## src/rtl/mem_access_sequencer.sv

```systemverilog
// Memory-access sequencer: drives MAR/MDR loads and the MOV/MOC four-phase
// handshake for LW/SW, stalls the core while busy and flags memory timeouts.
//
// state    | meaning
// ---------+-----------------------------------------------------------
// IDLE     | waiting for start from the decoder
// LOAD_MAR | load MAR with the ALU address
// LOAD_MDR | write only: load MDR from the register file
// REQ      | MOV high, waiting for MOC (timed)
// CAPTURE  | read only: latch memory bus into MDR, MOV still high
// RELEASE  | MOV low, waiting for MOC to drop (timed)
// DONE     | one-cycle completion pulse
// ERR      | sticky timeout, held until clear_err
module mem_access_sequencer #(
  parameter int TIMEOUT_CYCLES = 16,
  parameter int CNT_W          = 5
) (
  input  logic clk,
  input  logic reset,
  input  logic start,
  input  logic rw_in,
  input  logic MOC,
  input  logic clear_err,
  output logic MAREnable,
  output logic MDREnable,
  output logic mdr_src,
  output logic MOV,
  output logic RW,
  output logic busy,
  output logic done,
  output logic error
);

  typedef enum logic [2:0] {
    IDLE, LOAD_MAR, LOAD_MDR, REQ, CAPTURE, RELEASE, DONE, ERR
  } state_t;

  state_t           state, state_nxt;
  logic             rw_q;
  logic [CNT_W-1:0] cnt;
  logic             tmo;

  assign tmo = (cnt == CNT_W'(TIMEOUT_CYCLES - 1));

  always_ff @(posedge clk or negedge reset) begin
    if (!reset) begin
      state <= IDLE;
      rw_q  <= 1'b1;
      cnt   <= '0;
    end else begin
      state <= state_nxt;
      if (state == IDLE && start)
        rw_q <= rw_in;
      // Restart the timer on every entry into a timed wait state.
      if ((state_nxt == REQ && state != REQ) ||
          (state_nxt == RELEASE && state != RELEASE))
        cnt <= '0;
      else if (state == REQ || state == RELEASE)
        cnt <= cnt + CNT_W'(1);
    end
  end

  always_comb begin
    state_nxt = state;
    case (state)
      IDLE:     if (start) state_nxt = LOAD_MAR;
      LOAD_MAR: state_nxt = rw_q ? REQ : LOAD_MDR;
      LOAD_MDR: state_nxt = REQ;
      REQ: begin
        // Completion beats a timeout landing in the same cycle.
        if (MOC)      state_nxt = rw_q ? CAPTURE : RELEASE;
        else if (tmo) state_nxt = ERR;
      end
      CAPTURE:  state_nxt = RELEASE;
      RELEASE: begin
        if (!MOC)     state_nxt = DONE;
        else if (tmo) state_nxt = ERR;
      end
      DONE:     state_nxt = IDLE;
      ERR:      if (clear_err) state_nxt = IDLE;
      default:  state_nxt = IDLE;
    endcase
  end

  always_comb begin
    MAREnable = 1'b0;
    MDREnable = 1'b0;
    mdr_src   = 1'b0;
    MOV       = 1'b0;
    RW        = rw_q;
    busy      = (state != IDLE);
    done      = 1'b0;
    error     = 1'b0;
    case (state)
      LOAD_MAR: MAREnable = 1'b1;
      LOAD_MDR: MDREnable = 1'b1;
      REQ:      MOV = 1'b1;
      CAPTURE: begin
        MOV       = 1'b1;
        MDREnable = 1'b1;
        mdr_src   = 1'b1;
      end
      DONE:     done  = 1'b1;
      ERR:      error = 1'b1;
      default:  ;
    endcase
  end

endmodule
```

## config.mk

```make
export PLATFORM = sky130hd
export DESIGN_NAME = mem_access_sequencer
export DESIGN_NICKNAME = d
export VERILOG_FILES = /design/src/rtl/mem_access_sequencer.sv
export SDC_FILE = /design/constraint.sdc
export NUM_CORES = 1
export LEC_CHECK = 0
export BUFFER_PORTS_ARGS = -buffer_cell sky130_fd_sc_hd__buf_2
export CAP_MARGIN = 20
export CORE_AREA = 10 10 47 49
export CTS_BUF_LIST = sky130_fd_sc_hd__clkbuf_8
export DETAILED_ROUTE_END_ITERATION = 8
export DIE_AREA = 0 0 57 59
export GPL_TIMING_DRIVEN = 0
export MAX_ROUTING_LAYER = met4
export PLACE_DENSITY = 0.75
export SYNTH_ARGS = -nofsm -noshare
export SYNTH_HDL_FRONTEND = slang
export SYNTH_SLANG_ARGS = --single-unit
```

## constraint.sdc

```tcl
create_clock -name clk -period 2.01 [get_ports clk]
set_input_delay 0.603 -clock clk [delete_from_list [all_inputs] [get_ports clk]]
set_output_delay 0.603 -clock clk [all_outputs]
set_load 0.05 [all_outputs]
```

==> results.ini, run 1 <==
[sta]
fin_crit_sh_pct = 98.45
fmax_mhz = 505.4
max_slew_margin_pct = 80.16
hold_viol_final = 0
fin_skew_ns = 0.001925
fin_crit_ns = 1.979
hold_ws_ns = 0.2149
worst_pin_slew_ns = 0.2975
rsz0062_at_grt = true
setup_violations = 0
drv_slew = 0

[worst_setup_path]
slowest_stage = dfrtp_1
r2r_cells = 5
required_ns = 1.41
path_class = reg2out
startpoint = state[1]
path_cells = buf_6 -> or3_4 -> buf_8
arrival_ns = 1.38
r2r_slack_ns = 0.53
cp.depth = 3
slowest_delay_ns = 0.43
cp-start-kind = flip-flop
endpoint_kind = primary output
path_buf_inv = 2
critPathTopFamily = flip-flops
crit_fanout = 10
r2r-end = cnt[4]
worstReg2RegStart = cnt[0]

[cts]
cts.hold.buffers_added = 0
clk_pin_slew_ns = 0.04
cts_tree = done
cts_root_buf = clkbuf_8
cts_num_sinks = 9
clockBufferDepth = 2
worstSkewPairLatency_ns = 0.23
cts.htree.levels = 1
numCtsBuffers = 3

[synthesis]
synth_mux_area_share_pct = 3.520
syn_inst = 62
synthArstFlopShare_pct = 100.0
avgSynthCellArea_sq_um = 9.747
ys_ff_latch = 9
synth_fp_nets = 70
synth_xor_area_share_pct = 7.039
netlist-cell-type-count = 35
syn_area_sq_um = 604.3
synth_top_family_by_area = compound AO/OA/AOI/OAI gates
synthAdderAreaFrac_pct = 4.141
synth_edf_count = 0
yosysWarnings = 0
synth-compound-area-share_pct = 21.53
yosysSeqAreaShare_pct = 37.47
ys.flop_type = dfrtp_1
yosys.area_share.simple_pct = 19.46

[job]
drv_cap = 0

[place]
hpwl_um = 1056
io_buffers = 13
gp_congestion = 0.7706
place_inst = 91

[final_layout]
diodes = 0
area_delta_synth_final_pct = 33.54
layout.cells.non_filler = 99
layout-drive-gt1-share_pct = 44.58
final_net_count = 92

[routing]
drt-pass1-iter-count = 4
drt_iter0_drc = 6
wl_per_cell_um = 14.60
ant_nets = 0
routed_via_density = 5.545
drc = 0
vias = 549
drt-total-wl_um = 1445

[floorplan]
die_w_um = 57
ios = 14
row_count = 14
core_area_sq_um = 1401
die_h_um = 59
fp.dieArea_sq_um = 3363
initial_core_util_pct = 43.13

[global_routing]
antenna_found_initial = 0
gr-total-overflow = 0
grt_start_max_net_pins = 11
grt_pass1_wl_um = 2490
grt_pass1_vias = 557
grt.total_usage_pct = 9.385

[outcome]
status = finished, final reports clean

[worst_hold_path]
min_path_type = in2async

registers in the layout, indices dropped and copies added (netlist names):
signal  flops
cnt         5
state       3
RW          1
cell usage after synthesis, types with 2 or more instances:
master   instances  area share (%)
dfrtp_1          8              33
a21oi_1          5             4.1
inv_1            4             2.5
and3_1           3             3.1
nand2_1          3             1.9
nand3_1          3             2.5
nor2_1           3             1.9
xor2_1           3             4.3
buf_4            2             2.5
ha_1             2             4.1
o31ai_1          2             2.5
cell type report:
cell class,instances,area [sq um]
clock buffer,3,41.29
clock inverter,1,3.754
buffer,3,26.28
inverter,4,15.01
sequential,9,229.0
tap,16,20.02
fill,124,594.3
multi-input combinational,46,361.6
timing repair buffer,17,110.1
cells in the final DEF, fill, tap and decap left out, types with 2 or more instances in the layout:
master / instances
buf_2: 10
dfrtp_2: 2
ha_1: 2
nand2_1: 3
clkbuf_8: 3
inv_1: 5
o31ai_1: 2
xor2_1: 3
a21oi_1: 5
buf_4: 7
dfrtp_1: 6
nand3_1: 3
and3_1: 3
nor2_1: 3
how the worst max path moves through the flow:
| stage | end | slack, ns |
|---|---|---|
| after floorplan | MOV | 0.04 |
| after global placement | busy | 0.08 |
| after detailed placement | busy | 0.06 |
| final | busy | 0.03 |
| after global routing | busy | -0.002 |
| after CTS | MOV | 0.03 |
logic make-up after synthesis:
group / after synthesis
AOI/OAI and AO/OA: 17
xor gates and xnor gates: 4
adders and majority gates: 2
buffers and inverters: 7
DFF: 9
muxes: 2
and+or+nand+nor: 21
timing repair:
item | CTS | global route
setup endpoints to repair | 3 | 2
pin swaps | 0 | 1
setup buffers | 3 | 1
resized for setup | 7 | 3
routing by layer:
layer	vias to the layer above	GRT usage, %	routed length, um
met5	-	-	0
met4	0	6.040	46
met3	7	3.648	124
met2	20	14.26	700
li1	266	-	-
met1	256	10.02	573
through the flow:
step / utilization, % / setup TNS (ns) / area, sq um / setup WS, ns
global placement: 49.55 / 0 / 694.4 / 0.07904
floorplan: - / 0 / 609.3 / 0.03504
finish: 57.59 / 0 / 807.0 / 0.03122
detailed placement: 49.55 / 0 / 694.4 / 0.06077
global route: 57.59 / -0.002470 / 807.0 / -0.002470
CTS: 56.43 / 0 / 790.8 / 0.02594
Power of run 1 is not shown: default switching activity piles up to over one toggle a cycle in this logic, so the estimate is an artifact.
==> run 2, diff against run 1 <==
Settings changed: CTS_BUF_LIST sky130_fd_sc_hd__clkbuf_8 to sky130_fd_sc_hd__clkbuf_16.
==> run 2 against run 1 <==
  * Non-clock buffer count unchanged
  * Sequential share of layout area shrank 1.2 points
  * Final area is 4.0% higher
  * Final cell count is the same
  * First-iteration DRC count unchanged
  * Global-route usage rose by 0.27 points
  * Utilization grew 2.3 points
  * Worst hold slack worse by 0.0020 ns
  * Critical endpoint unchanged
  * Critical path depth did not move
  * Die area is the same
  * Wire length grew 1.1%
==> results.ini, run 2 (same netlist as run 1, synthesis figures left out) <==
[global_routing]
grt_pass1_wl_um = 2490  ; unchanged
gr-total-overflow = 0  ; unchanged
antenna_found_initial = 0  ; unchanged
grt.total_usage_pct = 9.650  ; +0.27 points
grt_pass1_vias = 555  ; -0.36%
grt_start_max_net_pins = 11  ; unchanged

[place]
gp_congestion = 0.7706  ; unchanged
place_inst = 91  ; unchanged
io_buffers = 13  ; unchanged
hpwl_um = 1056  ; unchanged
placed_cell_area_sq_um = 694.4  ; unchanged

[worst_setup_path]
path_class = reg2out
r2r_cells = 5  ; unchanged
crit_fanout = 10  ; unchanged
required_ns = 1.41  ; about the same
arrival_ns = 1.38  ; about the same
r2r-end = cnt[4]
worstReg2RegStart = cnt[0]
cp-start-kind = flip-flop
r2r_slack_ns = 0.51  ; -0.02 ns
endpoint_kind = primary output

[sta]
hold_ws_ns = 0.2129  ; -0.002025 ns
fin_crit_ns = 1.979  ; +0.0003873 ns
rsz0062_at_grt = false
worst_pin_slew_ns = 0.3074  ; +0.009901 ns
fin_crit_sh_pct = 98.47  ; about the same
setup_violations = 0  ; unchanged
hold_viol_final = 0  ; unchanged
max_slew_margin_pct = 79.50  ; -0.66 points
fmax_mhz = 505.3  ; about the same
fin_skew_ns = 0.0007486  ; -0.001177 ns
drv_slew = 0  ; unchanged
tns_ns = 0  ; unchanged

[cts]
cts.htree.levels = 1  ; unchanged
cts_tree = done
clockBufferDepth = 2  ; unchanged
numCtsBuffers = 3  ; unchanged
worstSkewPairLatency_ns = 0.23  ; about the same
cts_root_buf = clkbuf_16
clk_pin_slew_ns = 0.04  ; about the same
cts_num_sinks = 9  ; unchanged

[job]
drv_cap = 0  ; unchanged

[routing]
drc = 0  ; unchanged
routed_via_density = 5.475  ; -1.3%
drt_iter0_drc = 6  ; unchanged
vias = 542  ; -1.3%
wl_per_cell_um = 14.76  ; +1.1%
ant_nets = 0  ; unchanged
drt-pass1-iter-count = 4  ; unchanged
drt-total-wl_um = 1461  ; +1.1%

[final_layout]
final_net_count = 92  ; unchanged
layout-drive-gt1-share_pct = 43.37  ; -1.2 points
diodes = 0  ; unchanged
layout_common_cells = 10 x buf_2, 8 x buf_4, 7 x dfrtp_1
seqCellArea_sq_um = 227.7  ; -0.55%
largest_register_ffs = 5  ; unchanged
fillers = 119  ; -4.0%
fin_area_sq_um = 839.6  ; +4.0%
multi_input_comb_area_sq_um = 361.6  ; unchanged
layout.cells.non_filler = 99  ; unchanged
area_delta_synth_final_pct = 38.92
largest_register = cnt
layout_commonest_cell = buf_2

[floorplan]
core_area_sq_um = 1401  ; unchanged
die_h_um = 59  ; unchanged
row_count = 14  ; unchanged
die_w_um = 57  ; unchanged
initial_core_util_pct = 43.13  ; unchanged
ios = 14  ; unchanged
fp.dieArea_sq_um = 3363  ; unchanged

[outcome]
status = finished, final reports clean

[worst_hold_path]
min_path_type = in2async

[run 2: metal layers]
layer  GRT usage, %  routed length, um  up-vias
met5              -                  0        -
met4          6.040                 30        0
li1               -                  -      264
met1          9.768                582      254
met2          14.57                708       20
met3          4.936                140        4
[run 2: layout make-up]
| cell class | instances | area share (%) |
|---|---|---|
| multi-input combinational | 46 | 43.07 |
| sequential | 9 | 27.12 |
| timing repair buffer | 17 | 13.11 |
| clock buffer | 3 | 8.942 |
| buffer | 3 | 3.130 |
| tap | 16 | 2.385 |
| inverter | 4 | 1.788 |
| clock inverter | 1 | 0.4471 |
[run 2: how the worst max path moves through the flow]
stage,startpoint,end,cells after the start
final,state[1],busy,3
after global routing,state[1],busy,3
after CTS,state[1],MOV,4
after detailed placement,state[2],busy,3
after global placement,state[2],busy,3
after floorplan,state[1],MOV,3
[run 2: repair_timing]
| action | CTS | global route |
|---|---|---|
| gates resized for setup | 7 | 3 |
| endpoints found under the hold margin | 0 | 0 |
| pin swaps | 0 | 1 |
| hold buffers | 0 | 0 |
| setup endpoints to repair | 3 | 2 |
| buffers inserted | 3 | 1 |
[run 2: through the flow]
step / utilization [%] / setup slack [ns]
5_1_grt: 59.91 / 0.0002848
2_1_floorplan: - / 0.03504
3_5_place_dp: 49.55 / 0.06077
3_3_place_gp: 49.55 / 0.07904
4_1_cts: 58.84 / 0.02737
6_report: 59.91 / 0.03083
[run 2: critical path, stage by stage (launching register included)]
cell and delay (ns):
dfrtp_1 0.43, buf_6 0.18, or3_4 0.37, buf_8 0.16
Power of run 2 is left out for the same reason.
==> run 3, diff against run 2 <==
--- a/config.mk
+++ b/config.mk
@@ -15,3 +15,3 @@
 export MAX_ROUTING_LAYER = met4
-export PLACE_DENSITY = 0.75
+export PLACE_DENSITY = 0.69
 export SYNTH_ARGS = -nofsm -noshare
==> constraint.sdc (replaced) <==
create_clock -name clk -period 2.01 [get_ports clk]
set_input_delay 0 -clock clk [delete_from_list [all_inputs] [get_ports clk]]
set_output_delay 0 -clock clk [all_outputs]
set_load 0.05 [all_outputs]
==> run 3 against run 2 <==
  * Global-route usage is 1.8 points lower
  * Non-clock buffer count down 3
  * Flip-flop and latch count stayed put
  * Worst setup slack improved by 0.41 ns
  * Register-to-register slack gained 0.02 ns
==> results.ini, run 3 (same netlist as run 1, synthesis figures left out) <==
[outcome]
status = finished, final reports clean

[global_routing]
gr-total-overflow = 0  ; unchanged
grt_start_max_net_pins = 11  ; unchanged
use_met1_pct = 7.843  ; -1.9 points
grt_pass1_vias = 494  ; -11%
antenna_found_initial = 0  ; unchanged
top_usage_layer = met2
grt.total_usage_pct = 7.865  ; -1.8 points
gr-usage-met2_pct = 13.02  ; -1.6 points
use_met3_pct = 3.219  ; -1.7 points
grt_pass1_wl_um = 2090  ; -16%

[floorplan]
initial_core_util_pct = 43.13  ; unchanged
core_area_sq_um = 1401  ; unchanged
die_h_um = 59  ; unchanged
fp.dieArea_sq_um = 3363  ; unchanged
ios = 14  ; unchanged
row_count = 14  ; unchanged
die_w_um = 57  ; unchanged

[cts]
cts_tree = done
clk_pin_slew_ns = 0.04  ; about the same
cts_num_sinks = 9  ; unchanged
postCtsSetupRepairBufs = 0  ; -3
numCtsBuffers = 3  ; unchanged
cts.htree.levels = 1  ; unchanged
cts_root_buf = clkbuf_16
clockBufferDepth = 2  ; unchanged
worstSkewPairLatency_ns = 0.23  ; about the same

[routing]
drc = 0  ; unchanged
routed_via_density = 5.354  ; -2.2%
drt_iter0_drc = 2  ; -4
drt-total-wl_um = 1296  ; -11%
drt-pass1-iter-count = 2  ; -2
vias = 514  ; -5.2%
ant_nets = 0  ; unchanged
wl_per_cell_um = 13.50  ; -8.5%

[final_layout]
final_net_count = 89  ; -3.3%
layout_common_cells = 13 x buf_2, 8 x dfrtp_1, 5 x inv_1, 5 x a21oi_1
diodes = 0  ; unchanged
fillers = 131  ; +10%
area_delta_synth_final_pct = 28.78
fin_area_sq_um = 778.2  ; -7.3%
layout-drive-gt1-share_pct = 37.50  ; -5.9 points
layout_commonest_cell = buf_2
largest_register_ffs = 5  ; unchanged
largest_register = cnt

[worst_setup_path]
path_class = reg2out
r2r_cells = 5  ; unchanged
required_ns = 2.01  ; +0.60 ns
arrival_ns = 1.57  ; +0.19 ns
crit_fanout = 10  ; unchanged
r2r_slack_ns = 0.53  ; +0.02 ns
cp-start-kind = flip-flop
endpoint_kind = primary output

[sta]
rsz0062_at_grt = false
fmax_mhz = 635.8  ; +26%
hold_viol_final = 0  ; unchanged
fin_skew_ns = 0.0005830  ; -0.0001657 ns
setup_violations = 0  ; unchanged
worst_pin_slew_ns = 0.3401  ; +0.03263 ns
drv_slew = 0  ; unchanged
max_slew_margin_pct = 77.33  ; -2.2 points
fin_crit_sh_pct = 78.25  ; -20 points
tns_ns = 0  ; unchanged
fin_crit_ns = 1.573  ; -0.4064 ns

[place]
hpwl_um = 1009  ; -4.4%
io_buffers = 13  ; unchanged
placed_cell_area_sq_um = 689.4  ; -0.72%
gp_congestion = 0.7859  ; +2.0%

[worst_hold_path]
whs_path_depth = 2
min_path_type = in2reg

[job]
drv_cap = 0  ; unchanged

-- run 3: worst paths after layout --
path                          start      to
max in group asynchronous     reset      RW
setup / recovery           state[2]    busy
setup reg to reg             cnt[0]  cnt[4]
hold / removal                rw_in      RW
min in group asynchronous     reset  cnt[3]
hold reg to reg              cnt[4]  cnt[4]
-- run 3: per-layer routing --
metal	part of all wire (%)	vias up	wire, um
met1	43	244	554
li1	-	258	-
met2	49	10	631
met4	1.7	0	22
met3	6.8	2	88
met5	0	-	0
-- run 3: cell type report --
| class | instances | area, sq um | area share [%] |
|---|---|---|---|
| Buffer | 3 | 26.28 | 3.376 |
| Clock buffer | 3 | 75.07 | 9.646 |
| Clock inverter | 1 | 3.754 | 0.4823 |
| Inverter | 4 | 15.01 | 1.929 |
| Multi-Input combinational cell | 46 | 336.6 | 43.25 |
| Sequential cell | 9 | 226.5 | 29.10 |
| Tap cell | 16 | 20.02 | 2.572 |
| Timing Repair Buffer | 14 | 75.07 | 9.646 |
-- run 3: what timing repair did --
action / in CTS / in global routing
endpoints found under the hold margin: 9 / 0
gates resized for setup: 0 / 0
hold buffers: 1 / 0
-- run 3: critical path: stages, from the launching register on --
cell     delay [ns]
dfrtp_1        0.45
buf_4          0.21
or3_2          0.46
buf_2          0.22
-- run 3: per-stage QoR --
| step | std cells | worst slack [ns] | util [%] | hold slack, ns |
|---|---|---|---|---|
| after floorplan | 62 | 0.3050 | - | -0.2956 |
| after global placement | 91 | 0.5547 | 49.20 | -0.1394 |
| after detailed placement | 91 | 0.5288 | 49.20 | -0.1363 |
| after CTS | 96 | 0.4315 | 55.54 | 0.003131 |
| after global routing | 96 | 0.3890 | 55.54 | 0.01997 |
| final | 96 | 0.4373 | 55.54 | 0.003884 |
Power of run 3 is left out for the same reason.
